[src/rtl/lfa_arbiter.sv]
// Round-robin arbiter time-sharing one Ladner-Fischer adder among 4 requesters.
// Optional signed-overflow output is compiled in with LFA_ARB_OVF_EN.

module lfadder #(
    parameter int W = 32
) (
    input  logic [W-1:0] a,
    input  logic [W-1:0] b,
    output logic [W-1:0] s_list,
    output logic         c
);
    localparam int LVL = $clog2(W);

    logic [W-1:0] g [LVL+1];
    logic [W-1:0] p [LVL];

    assign g[0] = a & b;
    assign p[0] = a ^ b;

    // Sklansky-style prefix tree: bit i with bit l set merges the top of the lower half-block
    for (genvar l = 0; l < LVL; l++) begin : g_lvl
        for (genvar i = 0; i < W; i++) begin : g_bit
            if (((i >> l) & 1) == 1) begin : g_op
                localparam int J = ((i >> l) << l) - 1;
                assign g[l+1][i] = g[l][i] | (p[l][i] & g[l][J]);
                if (l < LVL - 1) begin : g_p
                    assign p[l+1][i] = p[l][i] & p[l][J];
                end
            end else begin : g_pass
                assign g[l+1][i] = g[l][i];
                if (l < LVL - 1) begin : g_p
                    assign p[l+1][i] = p[l][i];
                end
            end
        end
    end

    assign s_list = p[0] ^ {g[LVL][W-2:0], 1'b0};
    assign c      = g[LVL][W-1];
endmodule

module lfa_arbiter #(
    parameter int NUM_REQ = 4,
    parameter int DW      = 32
) (
    input  logic                  clk,
    input  logic                  rst_n,
    input  logic [NUM_REQ-1:0]    req_valid,
    input  logic [NUM_REQ*DW-1:0] req_a,
    input  logic [NUM_REQ*DW-1:0] req_b,
    output logic [NUM_REQ-1:0]    req_ready,
    output logic                  rsp_valid,
    output logic [1:0]            rsp_id,
    output logic [DW-1:0]         rsp_sum,
    output logic                  rsp_cout,
    input  logic                  rsp_ready,
    output logic                  busy
`ifdef LFA_ARB_OVF_EN
    ,
    output logic                  rsp_ovf
`endif
);
    typedef enum logic [1:0] {IDLE = 2'd0, EXEC = 2'd1, RESP = 2'd2} state_t;

    state_t        state, state_nxt;
    logic [1:0]    last_grant, win, idx;
    logic          found, accept;
    logic [DW-1:0] op_a, op_b, sum;
    logic [1:0]    op_id;
    logic          cout;

    lfadder #(.W(DW)) u_add (.a(op_a), .b(op_b), .s_list(sum), .c(cout));

    always_comb begin
        win   = last_grant;
        idx   = '0;
        found = 1'b0;
        for (int k = 1; k <= NUM_REQ; k++) begin
            idx = last_grant + 2'(k);
            if (!found && req_valid[idx]) begin
                win   = idx;
                found = 1'b1;
            end
        end
    end

    // Grant is suppressed while reset is asserted so nothing looks accepted.
    assign accept    = (state == IDLE) && rst_n && found;
    assign req_ready = accept ? (NUM_REQ'(1) << win) : '0;
    assign rsp_valid = (state == RESP);
    assign busy      = (state != IDLE);
    assign rsp_id    = op_id;

    always_comb begin
        state_nxt = IDLE;
        case (state)
            IDLE:    state_nxt = accept ? EXEC : IDLE;
            EXEC:    state_nxt = RESP;
            RESP:    state_nxt = rsp_ready ? IDLE : RESP;
            default: state_nxt = IDLE;
        endcase
    end

    always_ff @(posedge clk) begin
        if (!rst_n) begin
            state      <= IDLE;
            last_grant <= 2'd3;
            op_a       <= '0;
            op_b       <= '0;
            op_id      <= '0;
            rsp_sum    <= '0;
            rsp_cout   <= 1'b0;
`ifdef LFA_ARB_OVF_EN
            rsp_ovf    <= 1'b0;
`endif
        end else begin
            state <= state_nxt;
            if (accept) begin
                last_grant <= win;
                op_a       <= req_a[{win, 5'd0} +: DW];
                op_b       <= req_b[{win, 5'd0} +: DW];
                op_id      <= win;
            end
            if (state == EXEC) begin
                rsp_sum  <= sum;
                rsp_cout <= cout;
`ifdef LFA_ARB_OVF_EN
                rsp_ovf  <= (op_a[DW-1] == op_b[DW-1]) & (sum[DW-1] != op_a[DW-1]);
`endif
            end
        end
    end
endmodule

[config.mk]
export PLATFORM = sky130hd
export DESIGN_NAME = lfa_arbiter
export DESIGN_NICKNAME = d
export VERILOG_FILES = /design/src/rtl/lfa_arbiter.sv
export SDC_FILE = /design/constraint.sdc
export NUM_CORES = 1
export LEC_CHECK = 0
export BUFFER_PORTS_ARGS = -buffer_cell sky130_fd_sc_hd__buf_2
export CAP_MARGIN = 15
export CORE_MARGIN = 4
export CORE_UTILIZATION = 40
export DETAILED_ROUTE_END_ITERATION = 7
export PLACE_DENSITY = 0.81
export SYNTH_ARGS = -nofsm -noshare
export SYNTH_HDL_FRONTEND = slang
export SYNTH_HIERARCHICAL = 1
export SYNTH_SLANG_ARGS = --single-unit
[constraint.sdc]
create_clock -name clk -period 2.4 [get_ports clk]
set_input_delay 0 -clock clk [delete_from_list [all_inputs] [get_ports clk]]
set_output_delay 0 -clock clk [all_outputs]
set_load 0.01 [all_outputs]
==> key figures, run 1 <==
Status
  • Status: finished with violations
  • Failing checks: negative setup slack

Drt
  • DRC errors left: 0
  • Post-route ant nets: 0
  • DRT Pass-1 Iters: 5
  • Vias per cell: between 5 and 6
  • Final WL: between 20 and 30 mm
  • DRT iter0 DRCs: 688
  • Routed wire per std cell: 19.7 um
  • Vias: 8,834

Logic synthesis
  • Post-Synthesis Cells: 860
  • Synth warnings: 6
  • EDFF count, synth: 0
  • Async S/R FF share, synth: 0%
  • Distinct cells, synth: 54
  • Synth area leader: dfxtp_1
  • Syn_nets: 1,159
  • Syn_area_per_cell: ~8.3 um2
  • Synth Flop Type: dfxtp_1
  • Synth top area share: 28.8%
  • Sequential area share after synthesis: 28.8%
  • Synthesized area: 0.00716 mm2
  • Synth top area cells: dfxtp_1 29%, mux2i_1 9.4%, a21o_1 7.6%
  • Post-synthesis register bit count: 103

Layout
  • Register area: 0.00207 mm2
  • Multi-input gate area: 0.00492 mm2
  • P&R area growth vs syn: 54.3%
  • Filler Cell Count: 1,348
  • Share of cells above drive strength 1: 33.9%
  • Layout Utilization: between 60% and 70%
  • Layout Nets: 1,588

Pwr
  • Clock power share: 22.2%
  • Part of the power in combinational logic: between 40% and 50%
  • VDD IR max: 374 uV
  • Int Power: 4380 uW
  • PwrDens: 627 mW/mm2
  • Lkg Pwr: 0.00521 uW
  • Net switching power: 2540 uW
  • Switch share: about 37%
  • Seq pwr share: 32.1%

Worst setup path
  • Crit path DAT: 2.96 ns
  • CP Cell Sequence: ha_4, fa_2, a21o_4, nand4_4, a21oi_4, a21oi_4, o31ai_4, a21oi_4, a31oi_4, or4_1, o2111ai_1, nand2_1, a21boi_1
  • Crit path capture type: flop
  • Required time of the critical path: 2.68 ns
  • Startpoint types: flop
  • Critical path's slowest cell: or4_1
  • CP Max Fanout: 3
  • Worst path bufs/invs: 0
  • Worst Setup Path Type: reg2reg
  • CP max stage delay: 0.42 ns
  • Delay-heaviest family, CP: compound AO/OA/AOI/OAI gates
  • Reg2reg setup slack: -0.27 ns
  • Crit path top cell by count: a21oi_4

Timing
  • RSZ-0062 raised after global routing: true
  • Clk_skew: 0.00688 ns
  • Final worst setup slack: -0.274 ns
  • Fmax: between 0.3 and 0.4 GHz
  • Final hold vios: 0
  • # setup viols final: 18
  • Slew margin rel.: 47.8%
  • Worst slew pin tran: 0.783 ns
  • Final critical-path share of the clock period: 111%
  • Slew Viols, Final: 0
  • Post-layout min period: 2.67 ns

Placed design
  • Number of port buffers: 303
  • DP Worst Slack: -0.365 ns
  • GP Congestion: between 0.8 and 0.9
  • DP Wirelength: 18.4 mm

Global routing
  • First-pass GRT wire length: 45.4 mm
  • Total global-route track usage: approximately 28%
  • Grt total ovfl: 0
  • Largest net degree at the start of global routing: between 60 and 70
  • Initial antenna violation count: 1
  • Vias in the first global route: 8,901

Floorplanning
  • Starting Density: 41.1%
  • Cell row count: 48
  • Die ar.: between 0.02 and 0.025 mm2
  • Core area: 0.0174 mm2
  • I/O Pins: 304
  • Die Wd: approximately 140 um
  • Die Span Y: 142 um

Clock tree
  • H-tree depth: 3
  • Bufs on Longest Clock Path: 2
  • CTS tree: done
  • TritonCTS buffer count: 9
  • Reg clk slew, reported paths: 0.07 ns
  • Clk_lat worst skew: approximately 0.35 ns
  • Clk sinks: 103
  • Root buffer cell: clkbuf_16

Worst hold path
  • Hold Path Class: in2reg

Run
  • Max_cap viols: 0
## cell families after synthesis
logic type | count (synthesis) | synth area share [%]
simple gates | 258 | 17.2
fa+ha+maj | 36 | 6.82
flops | 103 | 28.8
xor+xnor | 20 | 2.45
buf+inv | 92 | 5.23
mux | 67 | 9.37
compound gates | 284 | 30.2
## state kept, by name, indices dropped and copies added, names as in the netlist
register and flops:
op_a 32, op_b 32, rsp_sum 32, last_grant 2
rsp_id 2, state 2, rsp_cout 1
## cell usage in the layout (no fill, tap or decap), drive strengths merged, types with 31 or more instances in the layout
cell type / count
nand2: 140
o31ai: 65
nand4: 66
buf: 370
a21boi: 34
dlygate4sd3: 127
dfxtp: 103
o211ai: 64
mux2i: 67
a21o: 74
ha: 31
## layer usage
metal,GRT usage [%],vias up,part of all wire [%]
met5,0,-,0
met4,14.4,0,5.5
met3,7.62,136,9.1
met2,48.4,558,48
met1,31.5,4086,37
li1,-,4054,-
## power by group through the flow
stage	registers, uW	clock network, uW	logic (uW)
after global routing	2260	1640	3420
after detailed placement	2250	0	2740
final	2220	1540	3160
after CTS	2220	1560	2970
after floorplan	2240	0	1740
after global placement	2230	0	2680
## worst paths after layout
| path | endpoint | from | depth (start not counted) |
|---|---|---|---|
| setup / recovery | rsp_sum[31] | op_a[0] | 13 |
| hold reg to reg | rsp_sum[30] | rsp_sum[30] | 2 |
| hold / removal | op_b[17] | req_b[81] | 3 |
| setup reg to reg | rsp_sum[31] | op_a[0] | 13 |
## repair_timing
item	CTS	global route
pin swaps	15	11
gates resized for setup	32	21
setup buffers	7	6
endpoints found under the setup margin	19	24
cloned	0	2
hold buffers	127	0
endpoints found under the hold margin	65	0
## worst reg2reg max path, stage by stage (launching register included)
cell and delay (ns):
dfxtp_2 0.34, ha_4 0.16, fa_2 0.35, a21o_4 0.22, nand4_4 0.10, a21oi_4 0.08, a21oi_4 0.21, o31ai_4 0.11
a21oi_4 0.19, a31oi_4 0.11, or4_1 0.42, o2111ai_1 0.11, nand2_1 0.07, a21boi_1 0.14
## cell usage after synthesis (2+ instances only)
cell      instances
a21oi_2           7
nand4_1          65
a21o_2            2
nor2_1           22
mux2i_1          67
xnor2_1          12
o21a_1            6
clkbuf_1         63
o21ai_1           3
and3_1            2
nand2b_1          5
and2_1            3
nor3_1            2
o21ai_0           6
ha_1             31
inv_1            12
o31ai_1          63
a21o_1           72
o211ai_1         64
fa_1              5
buf_2             8
nand2_1         140
buf_6             2
a21oi_1          11
xor2_1            8
a22o_1            2
dfxtp_1         103
a21oi_4           2
a21boi_0         34
nand3_1           2
buf_1             6
nor2b_1           8
## cell type report
| type | instances | share of cell area [%] |
|---|---|---|
| Antenna cell | 3 | 0.0680 |
| Clock buffer | 12 | 2.32 |
| Clock inverter | 4 | 0.487 |
| Inverter | 12 | 0.408 |
| Multi-Input combinational cell | 665 | 44.5 |
| Sequential cell | 103 | 18.7 |
| Tap cell | 225 | 2.55 |
| Timing Repair Buffer | 498 | 30.9 |
## through the flow
stage	setup TNS [ns]	instance area (um2)	cells	hold slack, ns	total power (uW)
final	-2.67	11000	1522	0.000499	6920
after global routing	-5.11	11000	1520	0.00372	7330
after CTS	-2.90	10900	1511	0.000773	6750
after detailed placement	-3.76	9170	1361	0.312	4980
after global placement	-2.06	9170	1361	0.301	4910
after floorplan	-0.121	7160	860	0.204	3980
Power figures use the tool's default switching activity.
==> run 2: changes to the inputs <==
ABC_AREA = 1   (was unset)
PLACE_DENSITY = 0.78   (was 0.81)
==> run 2 against run 1 <==
Net effect: the run now ends clean; flip-flop and latch count stayed put; routed wire length is 2.4% lower; count of clock-buffer cells in the layout is 2 lower; hold slack better by 0.034 ns; setup slack better by 0.51 ns.
==> key figures, run 2 <==
Timing
  • Clk_skew: 0.00905 ns
  • Slew margin rel.: approximately three fifths
  • Slew Viols, Final: 0
  • Post-layout min period: approximately 2.2 ns
  • Fmax: approximately 0.46 GHz
  • Final critical-path share of the clock period: 90.2%
  • # setup viols final: 0
  • Setup TNS: 0 ns
  • RSZ-0062 raised after global routing: false
  • Worst slew pin tran: around 0.57 ns
  • Final hold vios: 0
  • Final worst setup slack: ~0.24 ns

Layout
  • Layout Nets: roughly 2,000
  • Regs by FF count: op_a x32, op_b x32, rsp_sum x32
  • Share of cells above drive strength 1: approximately 23%
  • P&R area growth vs syn: 25.7%
  • Commonest non-fill, non-tap cells in the layout: 460 x nand2_1, 303 x buf_2, 284 x nand3_1
  • Most common cell after layout, fill and taps aside: nand2_1
  • Filler Cell Count: 2,141

Clock tree
  • TritonCTS buffer count: 9
  • Reg clk slew, reported paths: 0.07 ns
  • Clk_lat worst skew: roughly 0.34 ns
  • CTS tree: done
  • H-tree depth: 3
  • Bufs on Longest Clock Path: 2
  • Root buffer cell: clkbuf_16
  • Clk sinks: 103

Logic synthesis
  • Synth area leader: dfxtp_1
  • Post-Synthesis Cells: 1,445
  • Sequential area share after synthesis: 24.8%
  • Syn_area_per_cell: between 5 and 6 um2
  • Synthesized area: 0.00832 mm2
  • Synth Flop Type: dfxtp_1
  • Synth warnings: 6
  • Distinct cells, synth: 35
  • Commonest cells in the netlist: 465 x nand2_1, 286 x nand3_1, 191 x inv_1
  • Syn_nets: 1,744
  • Post-synthesis register bit count: 103
  • Synth top area cells: dfxtp_1 25%, nand2_1 21%, nand3_1 17%
  • Async S/R FF share, synth: 0%
  • EDFF count, synth: 0
  • Synth top area share: 24.8%
  • Top-count cell post-synth: nand2_1

Floorplanning
  • Die ar.: around 0.023 mm2
  • Die Span Y: 152 um
  • Starting Density: 40.8%
  • Cell row count: 52
  • Core area: 0.0204 mm2
  • Die Wd: 152 um
  • I/O Pins: a little over 300

Pwr
  • Seq pwr share: a little under a fifth
  • Lkg Pwr: roughly 0.006 uW
  • PwrDens: 1470 mW/mm2
  • Clock power share: 10.3%
  • Part of the power in combinational logic: 70.7%
  • Net switching power: 8190 uW
  • Int Power: 7160 uW
  • Switch share: between 50% and 60%
  • VDD IR max: 1290 uV

Worst setup path
  • Worst Setup Path Type: reg2out
  • CP Max Fanout: 15
  • Startpoint types: flop
  • Crit path DAT: between 2 and 2.5 ns
  • Critical path startpoint: last_grant[0]
  • Reg2reg setup slack: roughly 0.27 ns
  • Reg2reg path depth: 15
  • Required time of the critical path: between 2 and 2.5 ns
  • Crit path capture type: output pin
  • Worst r2r src: op_a[0]
  • Worst Setup EP: req_ready[2]
  • Reg2Reg Capture Point: rsp_sum[21]

Global routing
  • Largest net degree at the start of global routing: just over 60
  • Vias in the first global route: 9,277
  • Total global-route track usage: 23.1%
  • Grt total ovfl: 0
  • Initial antenna violation count: 1
  • First-pass GRT wire length: roughly 45 mm

Drt
  • Final WL: 29.2 mm
  • Routed wire per std cell: around 15 um
  • Vias: 10,064
  • DRC errors left: 0
  • Vias per cell: 5.08
  • Post-route ant nets: 0
  • DRT iter0 DRCs: 569
  • DRT Pass-1 Iters: 5

Run
  • Max_cap viols: 0

Worst hold path
  • Hold Path Class: in2reg

Status
  • Status: finished, final reports clean

Placed design
  • Number of port buffers: 303
  • DP Worst Slack: about 0.22 ns
  • GP Congestion: around 0.85
  • DP Wirelength: 21.6 mm
[run 2: changes by cell type in the layout (fill, tap and decap cells not counted), sizes merged, moves of 73 or more]
cell         change
a21o            -73
a21oi           +75
dlygate4sd3    -126
inv            +184
nand2          +346
nand3          +285
nor2            +75
[run 2: worst min path at each step]
stage                         start  endpoint  slack (ns)  cells past startpoint
after floorplan           rsp_ready  state[1]        0.17                      3
after global placement    rsp_ready  state[1]        0.26                      4
after detailed placement  rsp_ready  state[1]        0.27                      4
after CTS                 req_a[23]  op_a[23]        0.02                      5
after global routing      req_a[15]  op_a[15]        0.03                      5
final                     req_a[19]  op_a[19]        0.03                      5
[run 2: what timing repair did]
| action | CTS | global route |
|---|---|---|
| endpoints found under the hold margin | 1 | 0 |
| gates resized for setup | 1 | 4 |
| cloned | 0 | 2 |
| buffers inserted | 0 | 0 |
| setup endpoints to repair | 4 | 4 |
| hold buffers | 1 | 0 |
[run 2: area by class of cell]
type | instances | area (um2) | area share (%)
tap | 270 | 338 | 3.23
clock inverter | 5 | 82.6 | 0.790
timing repair buffer | 337 | 1910 | 18.3
inverter | 197 | 742 | 7.10
clock buffer | 10 | 239 | 2.29
antenna | 2 | 5.00 | 0.0479
multi-input combinational | 1057 | 5070 | 48.5
sequential | 103 | 2070 | 19.8
[run 2: metal layers]
| metal | wire length [um] | global-route usage, % |
|---|---|---|
| met1 | 12100 | 28.3 |
| met2 | 14400 | 41.6 |
| met3 | 2070 | 4.63 |
| met4 | 665 | 5.57 |
| met5 | 0 | 0 |
[run 2: cell families after synthesis]
family / after synthesis / synth area share (%)
flops: 103 / 24.8
fa+ha+maj: 36 / 5.87
simple gates: 878 / 45.3
buf+inv: 285 / 14.7
xor+xnor: 10 / 1.05
compound gates: 133 / 8.27
[run 2: power groups by stage]
stage	Clock (uW)	Sequential, uW	Combinational, uW
3_3_place_gp	0	2920	10200
6_report	1590	2910	10800
5_1_grt	1690	2980	12100
3_5_place_dp	0	2930	10300
4_1_cts	1630	2900	10400
2_1_floorplan	0	2820	7640
[run 2: metrics by stage]
stage	hold WS [ns]	utilization [%]	instances	power, uW	area, um2
after global placement	0.263	49.4	1961	13100	10100
after detailed placement	0.267	49.4	1961	13300	10100
after CTS	0.0202	51.0	1977	14900	10400
final	0.0348	51.3	1981	15300	10500
after global routing	0.0338	51.3	1980	16800	10500
after floorplan	0.167	-	1445	10500	8320
[run 2: worst max-delay path: stages, from the launching register on]
cell and delay (ns):
dfxtp_4 0.39, inv_4 0.11, nand2_1 0.08, nand3_1 0.09, nand2_2 0.09, nand2_1 0.13, nand2_1 0.11, nand2_2 0.12
nand2_4 0.11, buf_12 0.18, nor2_2 0.12, inv_1 0.08, nor2_1 0.08, buf_2 0.13
==> run 3: changes to the inputs <==
ABC_AREA = 0   (was 1)
CORE_MARGIN = 2   (was 4)
PLACE_DENSITY = 0.81   (was 0.78)
==> run 3 against run 2 <==
Net effect: the flow now finishes with violations (negative setup slack); sequential share of layout area is 0.80 points lower; non-clock buffer count is 150 higher; die area is 18% lower; design area is 4.2% higher; count of clock-buffer cells in the layout stayed put; via count is 13% lower; total power is 55% lower; core utilization is 11 points higher; hold slack worse by 0.029 ns; sequential power is 23% lower; final cell count is 24% lower; routed wire length is 0.87% lower; critical path type is now reg2reg; largest power group unchanged.
==> key figures, run 3 (synthesis results as in run 1) <==
Timing
  • Fmax: 0.377 GHz
  • Slew Viols, Final: 0
  • Final hold vios: 0
  • Slew margin rel.: 46.7%
  • Final critical-path share of the clock period: 110%
  • Setup TNS: -1.97 ns
  • Clk_skew: between 0.009 and 0.01 ns
  • RSZ-0062 raised after global routing: true
  • Worst slew pin tran: about 0.8 ns
  • Post-layout min period: 2.65 ns
  • Final worst setup slack: -0.251 ns
  • # setup viols final: 18

Layout
  • Layout Nets: about 1,600
  • N_diodes: 0
  • Commonest non-fill, non-tap cells in the layout: 303 x buf_2, 138 x nand2_1, 115 x dlygate4sd3_1
  • P&R area growth vs syn: 52.2%
  • Most common cell after layout, fill and taps aside: buf_2
  • Share of cells above drive strength 1: 34.3%
  • Regs by FF count: op_a x32, op_b x32, rsp_sum x32

Worst setup path
  • Crit path capture type: flop
  • Reg2reg setup slack: -0.25 ns
  • Worst Setup Path Type: reg2reg
  • Required time of the critical path: ~2.7 ns
  • Worst r2r src: op_a[0]
  • Startpoint types: flop
  • Reg2Reg Capture Point: rsp_sum[30]
  • Reg2reg path depth: 14
  • CP Max Fanout: 2
  • Crit path DAT: 2.93 ns

Global routing
  • Grt total ovfl: 0
  • Initial antenna violation count: 1
  • First-pass GRT wire length: about 42 mm
  • Largest net degree at the start of global routing: 45
  • Vias in the first global route: between 8,000 and 9,000
  • Total global-route track usage: 28.5%

Placed design
  • Number of port buffers: 303
  • DP Wirelength: 18.4 mm
  • GP Congestion: 0.850
  • DP Worst Slack: -0.372 ns

Clock tree
  • Clk sinks: 103
  • H-tree depth: 3
  • Reg clk slew, reported paths: 0.07 ns
  • Clk_lat worst skew: 0.35 ns
  • CTS tree: done
  • Root buffer cell: clkbuf_16
  • TritonCTS buffer count: 9
  • Bufs on Longest Clock Path: 2

Worst hold path
  • Hold path depth: 3
  • Min-delay src: req_b[112]
  • Hold Path Class: in2reg
  • Hold path endpoint: op_b[16]

Floorplanning
  • Die ar.: 0.0190 mm2
  • Die Span Y: between 100 and 150 um
  • Starting Density: around two fifths
  • Die Wd: 138 um
  • I/O Pins: 304
  • Core area: 0.0174 mm2
  • Cell row count: 48

Drt
  • Vias per cell: 5.78
  • Post-route ant nets: 0
  • Final WL: a little under 30 mm
  • DRC errors left: 0
  • DRT iter0 DRCs: about 630
  • DRT Pass-1 Iters: 5
  • Vias: 8,719
  • Routed wire per std cell: around 19 um

Pwr
  • VDD IR max: 398 uV
  • PwrDens: approximately 640 mW/mm2
  • Total power: 6970 uW
  • Lkg Pwr: 0.00517 uW

Status
  • Failing checks: negative setup slack
  • Status: finished with violations

Run
  • Max_cap viols: 0
==> run 3: routing by layer <==
metal | part of all wire (%) | track usage (%) | up-vias
met2 | 50 | 52.2 | 462
met4 | 4.5 | 12.9 | 2
met3 | 7.3 | 7.14 | 125
met1 | 38 | 30.7 | 4104
met5 | 0.045 | 0 | -
li1 | - | - | 4026
==> run 3: report_power, final <==
part           internal, uW  switching (uW)  leakage, uW
Combinational          1560            1700      0.00418
Sequential             2020             203     0.000846
Clock                   815             667     0.000143
==> run 3: per-stage QoR <==
stage	util, %	hold WS (ns)	cells	instance area [um2]
floorplan	-	0.204	860	7160
finish	62.5	0.00620	1508	10900
detailed placement	52.8	0.308	1367	9200
global route	62.5	0.0179	1508	10900
global placement	52.8	0.304	1367	9200
CTS	61.9	0.00124	1501	10800
==> run 3: worst max-delay path by stage <==
stage                  from           to  slack, ns  depth (start not counted)
floorplan           op_a[0]  rsp_sum[31]      -0.12                         13
global placement    op_a[0]  rsp_sum[31]      -0.30                         13
detailed placement  op_a[0]  rsp_sum[31]      -0.37                         13
CTS                 op_a[0]  rsp_sum[31]      -0.26                         13
global route        op_a[0]  rsp_sum[30]      -0.34                         14
finish              op_a[0]  rsp_sum[30]      -0.25                         14
==> run 3: area by class of cell <==
class | instances | area [um2]
fill | 1434 | 6530
sequential | 103 | 2070
inverter | 12 | 45.0
clock inverter | 6 | 68.8
tap | 225 | 282
multi-input combinational | 665 | 4910
timing repair buffer | 487 | 3290
clock buffer | 10 | 229
==> run 3: worst max-delay path: stages, from the launching register on <==
cell and delay, ns:
dfxtp_2 0.34, ha_4 0.16, fa_2 0.34, a21o_4 0.23
nand4_4 0.11, a21oi_4 0.08, a21oi_4 0.19, o31ai_4 0.10
a21oi_4 0.18, a31oi_4 0.11, buf_4 0.17, a21oi_4 0.17
xnor2_1 0.18, nand2_1 0.10, a21boi_1 0.13
==> run 3: repair_timing <==
action | in CTS | in global routing
hold buffers | 114 | 1
buffers inserted | 4 | 5
pin swaps | 21 | 18
setup endpoints to repair | 19 | 57
resized for setup | 42 | 11
hold endpoints to repair | 60 | 1
gates cloned | 0 | 1
